**src/rtl/sand_pkg.sv**
```systemverilog
// sand_pkg: cell codes, FSM and move types, and row packing helpers for the sand row engine.
package sand_pkg;
  localparam int CELL_BITS = 2;
  localparam int MAX_ROW_BITS = 1024;
  typedef enum logic [CELL_BITS-1:0] {EMPTY = 2'b00, SAND = 2'b01, WALL = 2'b10, WATER = 2'b11} cell_t;
  typedef enum logic [1:0] {IDLE, SCAN, DONE} state_t;
  typedef enum logic [2:0] {MV_NONE, MV_DOWN, MV_DIAG_F, MV_DIAG_B, MV_LAT} move_t;
  typedef logic [MAX_ROW_BITS-1:0] row_t;
  // cell 0 is leftmost and sits at the MSBs of a w-cell row
  function automatic cell_t cell_get(row_t row, int w, int k);
    return cell_t'(row[(w-1-k)*CELL_BITS +: CELL_BITS]);
  endfunction
  function automatic row_t cell_set(row_t row, int w, int k, cell_t c);
    row_t r;
    r = row;
    r[(w-1-k)*CELL_BITS +: CELL_BITS] = c;
    return r;
  endfunction
endpackage

```
**src/rtl/sand_cell_rule.sv**
```systemverilog
// sand_cell_rule: picks the move for one cell from its neighbourhood.
// SAND_WATER_EN makes WATER mobile, adding a lateral move when all falls are blocked.
module sand_cell_rule
  import sand_pkg::*;
(
  input  cell_t self_i,
  input  cell_t down_i,
  input  cell_t diag_f_i,
  input  cell_t diag_b_i,
  input  cell_t lat_f_i,
  input  logic  moved_i,
  output move_t move_o
);
`ifdef SAND_WATER_EN
  logic mobile;
  assign mobile = !moved_i && (self_i == SAND || self_i == WATER);
  always_comb
    move_o = !mobile ? MV_NONE :
             down_i == EMPTY ? MV_DOWN :
             diag_f_i == EMPTY ? MV_DIAG_F :
             diag_b_i == EMPTY ? MV_DIAG_B :
             (self_i == WATER && lat_f_i == EMPTY) ? MV_LAT : MV_NONE;
`else
  logic unused_lat;
  assign unused_lat = ^{lat_f_i, moved_i};
  always_comb
    move_o = self_i != SAND ? MV_NONE :
             down_i == EMPTY ? MV_DOWN :
             diag_f_i == EMPTY ? MV_DIAG_F :
             diag_b_i == EMPTY ? MV_DIAG_B : MV_NONE;
`endif
endmodule

```
**src/rtl/sand_row_engine.sv**
```systemverilog
// sand_row_engine: serial falling-sand updater for one region/floor row pair, one cell per clock.
// SAND_WATER_EN enables mobile water with lateral flow inside the region row.
module sand_row_engine
  import sand_pkg::*;
#(
  parameter int WIDTH   = 8,
  parameter bit ALT_DIR = 1'b1
) (
  input  logic                           clk,
  input  logic                           reset,
  input  logic                           in_valid,
  output logic                           in_ready,
  input  logic [WIDTH*CELL_BITS-1:0]     in_region,
  input  logic [WIDTH*CELL_BITS-1:0]     in_floor,
  output logic                           out_valid,
  input  logic                           out_ready,
  output logic [WIDTH*CELL_BITS-1:0]     out_region,
  output logic [WIDTH*CELL_BITS-1:0]     out_floor,
  output logic [$clog2(WIDTH+1)-1:0]     out_moved,
  output logic                           out_dir
);
  localparam int RW = WIDTH * CELL_BITS;
  localparam int IW = $clog2(WIDTH);
  localparam int CW = $clog2(WIDTH + 1);
  localparam logic [IW-1:0] LAST = IW'(WIDTH - 1);
  state_t          state_q;
  logic            dir_q;
  logic [IW-1:0]   idx_q;
  logic [RW-1:0]   reg_q, reg_d, flr_q, flr_d;
  logic [CW-1:0]   cnt_q, cnt_d;
  int              i, fi, bi, tgt;
  logic            fwd_ok, bwd_ok, moved;
  cell_t           self_c, down_c, diag_f, diag_b, lat_f;
  move_t           mv;
  row_t            lat_row;
  // out-of-range neighbours read as WALL; clamped indices keep the selects in range
  always_comb begin
    i = int'(idx_q);
    fwd_ok = dir_q ? idx_q != '0 : idx_q != LAST;
    bwd_ok = dir_q ? idx_q != LAST : idx_q != '0;
    fi = fwd_ok ? (dir_q ? i - 1 : i + 1) : i;
    bi = bwd_ok ? (dir_q ? i + 1 : i - 1) : i;
    self_c = cell_get(row_t'(reg_q), WIDTH, i);
    down_c = cell_get(row_t'(flr_q), WIDTH, i);
    diag_f = fwd_ok ? cell_get(row_t'(flr_q), WIDTH, fi) : WALL;
    diag_b = bwd_ok ? cell_get(row_t'(flr_q), WIDTH, bi) : WALL;
    lat_f = fwd_ok ? cell_get(row_t'(reg_q), WIDTH, fi) : WALL;
  end
`ifdef SAND_WATER_EN
  logic [WIDTH-1:0] mask_q, mask_d;
  assign moved = mask_q[idx_q];
  assign mask_d = mask_q | ({{(WIDTH-1){1'b0}}, mv == MV_LAT} << fi);
  always_ff @(posedge clk)
    mask_q <= (reset || state_q == IDLE) ? '0 : state_q == SCAN ? mask_d : mask_q;
`else
  assign moved = 1'b0;
`endif
  sand_cell_rule u_rule (
    .self_i  (self_c),
    .down_i  (down_c),
    .diag_f_i(diag_f),
    .diag_b_i(diag_b),
    .lat_f_i (lat_f),
    .moved_i (moved),
    .move_o  (mv)
  );
  always_comb begin
    tgt = mv == MV_DOWN ? i : mv == MV_DIAG_B ? bi : fi;
    lat_row = mv == MV_LAT ? cell_set(row_t'(reg_q), WIDTH, fi, self_c) : row_t'(reg_q);
    flr_d = (mv == MV_NONE || mv == MV_LAT) ? flr_q : RW'(cell_set(row_t'(flr_q), WIDTH, tgt, self_c));
    reg_d = mv == MV_NONE ? reg_q : RW'(cell_set(lat_row, WIDTH, i, EMPTY));
    cnt_d = cnt_q + CW'(mv != MV_NONE);
  end
  always_ff @(posedge clk) begin
    if (reset) begin
      state_q <= IDLE;
      dir_q <= 1'b0;
      idx_q <= '0;
      reg_q <= '0;
      flr_q <= '0;
      cnt_q <= '0;
    end else begin
      case (state_q)
        IDLE: if (in_valid) begin
          reg_q <= in_region;
          flr_q <= in_floor;
          cnt_q <= '0;
          idx_q <= dir_q ? LAST : '0;
          state_q <= SCAN;
        end
        SCAN: begin
          reg_q <= reg_d;
          flr_q <= flr_d;
          cnt_q <= cnt_d;
          idx_q <= dir_q ? idx_q - IW'(1) : idx_q + IW'(1);
          if (idx_q == (dir_q ? '0 : LAST)) state_q <= DONE;
        end
        DONE: if (out_ready) begin
          state_q <= IDLE;
          dir_q <= ALT_DIR & ~dir_q;
        end
        default: state_q <= IDLE;
      endcase
    end
  end
  assign in_ready = state_q == IDLE;
  assign out_valid = state_q == DONE;
  assign out_region = reg_q;
  assign out_floor = flr_q;
  assign out_moved = cnt_q;
  assign out_dir = dir_q;
endmodule

```
**config.mk**
```make
export PLATFORM = sky130hd
export DESIGN_NAME = sand_row_engine
export DESIGN_NICKNAME = d
export VERILOG_FILES = /design/src/rtl/sand_pkg.sv /design/src/rtl/sand_cell_rule.sv /design/src/rtl/sand_row_engine.sv
export SDC_FILE = /design/constraint.sdc
export NUM_CORES = 1
export LEC_CHECK = 0
export BUFFER_PORTS_ARGS = -buffer_cell sky130_fd_sc_hd__buf_4
export CORE_MARGIN = 2
export CORE_UTILIZATION = 56
export DETAILED_ROUTE_END_ITERATION = 10
export HOLD_SLACK_MARGIN = 0.1
export PLACE_DENSITY = 0.81
export SETUP_SLACK_MARGIN = 0.3
export SYNTH_ARGS = -nofsm -noshare
export SYNTH_HDL_FRONTEND = slang
export SYNTH_SLANG_ARGS = --single-unit
```
**constraint.sdc**
```tcl
create_clock -name clk -period 7.9 [get_ports clk]
set_input_delay 1.185 -clock clk [delete_from_list [all_inputs] [get_ports clk]]
set_output_delay 1.185 -clock clk [all_outputs]
set_load 0.02 [all_outputs]
```
==> flow_summary.json <==
{
  "final_common_cell": "buf_4",
  "p_switching_mw": 0.354,
  "diodes": 0,
  "end_kind": "flip-flop",
  "period_minus_slack_ns": 7.16,
  "p_comb_share_pct": 49.2,
  "clock_skew_ns": 0.00836,
  "critPathKind": "flip-flop to flip-flop",
  "async_reset_ff_share_pct": 0,
  "postCtsSetupBuffers": 0,
  "finalSetupTns_ns": 0,
  "mostFrequentLayoutCells": "78 x buf_4, 51 x nor2_1, 41 x dfxtp_1, 36 x nand2_1, 24 x a21oi_1",
  "hold_viol_final": 0,
  "place_congestion": 0.912,
  "numClockSinks": 42,
  "grt_pass1_vias": 3564,
  "power_leakage_nw": 1.79,
  "wl_mm": 11.1,
  "area_growth_pct": 17.7,
  "ir_drop_mv": 0.162,
  "fin_area_um2": 4270,
  "maxCapViolCount": 0,
  "p_sw_share_pct": 44.1,
  "ant_nets": 0,
  "clockPowerShare_pct": 17.7,
  "cp.required_ns": 8.10,
  "ys.flop_type": "dfxtp_1",
  "core_um2": 6310,
  "p_per_area_nw_per_um2": 188,
  "initial_core_util_pct": 57.4,
  "synthesis.nets": 512,
  "relSlewSlack_pct": 31.7,
  "cts_made_buffers": 5,
  "grt.overflow.total": 0,
  "rsz0062_at_grt": "false",
  "tritoncts": "built",
  "grt_pass1_wl_mm": 17.7,
  "dpl-instance-area_um2": 4180,
  "clkLatencyLatePin_ns": 0.30,
  "netlist_area_um2": 3630,
  "setup_viol": 0,
  "avgViaCountPerCell": 6.49,
  "seqPwrFrac_pct": 33.1,
  "synth_edf_count": 0,
  "avgSynthCellArea_um2": 7.97,
  "root_buffer": "clkbuf_8",
  "startpoint_type": "flip-flop",
  "layout-drive-gt1-share_pct": 23.5,
  "min_period_over_period_pct": 90.6,
  "hp-class": "flip-flop to flip-flop",
  "drc": 0,
  "clock_path_buffers": 2,
  "netlist_instances": 455,
  "dp_hpwl_mm": 8.41,
  "yosysWarnings": 0,
  "grt_max_degree": 41,
  "slew_violations": 0,
  "antenna_found_initial": 0,
  "io_buffer_count": 74,
  "die_width_um": 84.5,
  "wl_per_cell_um": 18.8,
  "place_ws_ns": 0.922,
  "drtIter0Drc": 486,
  "tightest_slew_ns": 1.02,
  "cts.clk_slew.worst_paths_ns": 0.09,
  "nNetsFinal": 571,
  "htreeDepth": 2,
  "yosysSeqAreaShare_pct": 23.2,
  "drtPass1Iterations": 5,
  "power.internal_mw": 0.449,
  "worstPathMaxFanout": 14,
  "synth_seq_cells": 42,
  "layout_setup_ws_ns": 0.740,
  "fmax_ghz": 0.140,
  "dieArea_um2": 7130,
  "grtUsageTotal_pct": 30.4,
  "arrival_ns": 7.36,
  "rrSetupSlack_ns": 0.74,
  "vias": 3841,
  "die_h_um": 84.5,
  "status": "complete, no violations",
  "synth.distinct_cells": 78,
  "rows": 29,
  "io_pins": 75
}
[critical path, stage by stage (launching register included)]
cell       delay (ns)
dfxtp_1          0.60
inv_1            0.27
ha_1             0.56
nor3_1           0.09
a31o_2           0.30
or2_2            0.34
a2111oi_0        0.40
or4_1            0.25
a21oi_1          0.17
or4_4            0.54
and3_1           0.23
inv_1            0.15
ha_1             0.28
inv_1            0.11
nor3_1           0.27
fa_1             0.29
and4b_1          0.25
nand2_1          0.06
a21oi_1          0.15
a31oi_1          0.05
or3_1            0.40
nand3b_1         0.19
a2111o_1         0.41
o31ai_2          0.40
nor3b_1          0.10
a41o_1           0.22
[layer usage]
layer | global-route usage (%) | routed length, µm | vias to the layer above
li1 | - | - | 1812
met1 | 42.6 | 5020 | 1820
met2 | 48.6 | 5090 | 187
met3 | 4.82 | 828 | 22
met4 | 8.95 | 189 | 0
met5 | 0 | 0 | -
[cells by family after synthesis]
family,after synthesis,share of synthesized area [%]
compound gates,130,27.8
xor+xnor,8,1.93
fa+ha+maj,21,7.66
buf+inv,49,5.90
flops,42,23.2
mux,21,6.56
simple gates,184,26.9
[synthesized netlist by cell type, types with 3 or more instances]
cell,count,area [µm²]
nor3_1,17,85.1
dfxtp_1,42,841
buf_2,9,45.0
clkbuf_1,13,48.8
nor2b_1,7,43.8
a21o_1,3,22.5
and2_1,9,56.3
o211a_1,3,30.0
o211ai_1,3,22.5
a211oi_1,9,67.6
nor4_1,10,62.6
a41o_1,3,30.0
nand2b_1,9,56.3
a2111oi_0,8,70.1
nor2_1,51,191
inv_1,21,78.8
ha_1,19,238
nand2_1,36,135
o21ai_0,18,90.1
a31oi_1,6,37.5
xnor2_1,6,52.6
mux2i_1,17,170
a21oi_1,24,120
a31o_2,3,26.3
a22oi_1,19,143
and3_1,3,18.8
nand3b_1,4,30.0
nand3_1,15,75.1
[power groups by stage]
stage          logic (mW)  registers, mW  clock network, mW
6_report            0.394          0.266              0.142
5_1_grt             0.425          0.267              0.152
4_1_cts             0.385          0.264              0.143
3_5_place_dp        0.383          0.269                  0
3_3_place_gp        0.377          0.269                  0
2_1_floorplan       0.266          0.275                  0
[worst paths after layout]
check                             startpoint      endpoint  cells after the start
worst max-delay path                idx_q[0]  out_floor[5]                     25
worst min-delay path            out_moved[0]  out_moved[0]                      2
worst max register to register      idx_q[0]  out_floor[5]                     25
worst min register to register  out_moved[0]  out_moved[0]                      2
[sequential cells by signal (all words and copies together) (netlist names)]
signal	cells
out_dir	1
out_moved	4
idx_q	3
state_q	2
out_region	16
out_floor	16
[metrics by stage]
stage / power, mW / util [%] / instances / hold slack (ns)
2_1_floorplan: 0.541 / - / 455 / 0.551
3_3_place_gp: 0.647 / 66.2 / 584 / 0.454
3_5_place_dp: 0.652 / 66.2 / 584 / 0.485
4_1_cts: 0.791 / 67.6 / 592 / 0.497
5_1_grt: 0.845 / 67.6 / 592 / 0.517
6_report: 0.802 / 67.6 / 592 / 0.495
[layout make-up]
class	count	area, µm²
multi-input combinational	364	2570
clock buffer	5	68.8
sequential	42	842
timing repair buffer	78	586
inverter	23	86.3
fill	569	2040
clock inverter	3	18.8
tap	77	96.3
[what timing repair did]
item | CTS | global route
endpoints found under the setup margin | 0 | 1
gates resized for setup | 0 | 1
endpoints found under the hold margin | 0 | 0
hold buffers | 0 | 0
Power figures use the tool's default switching activity.
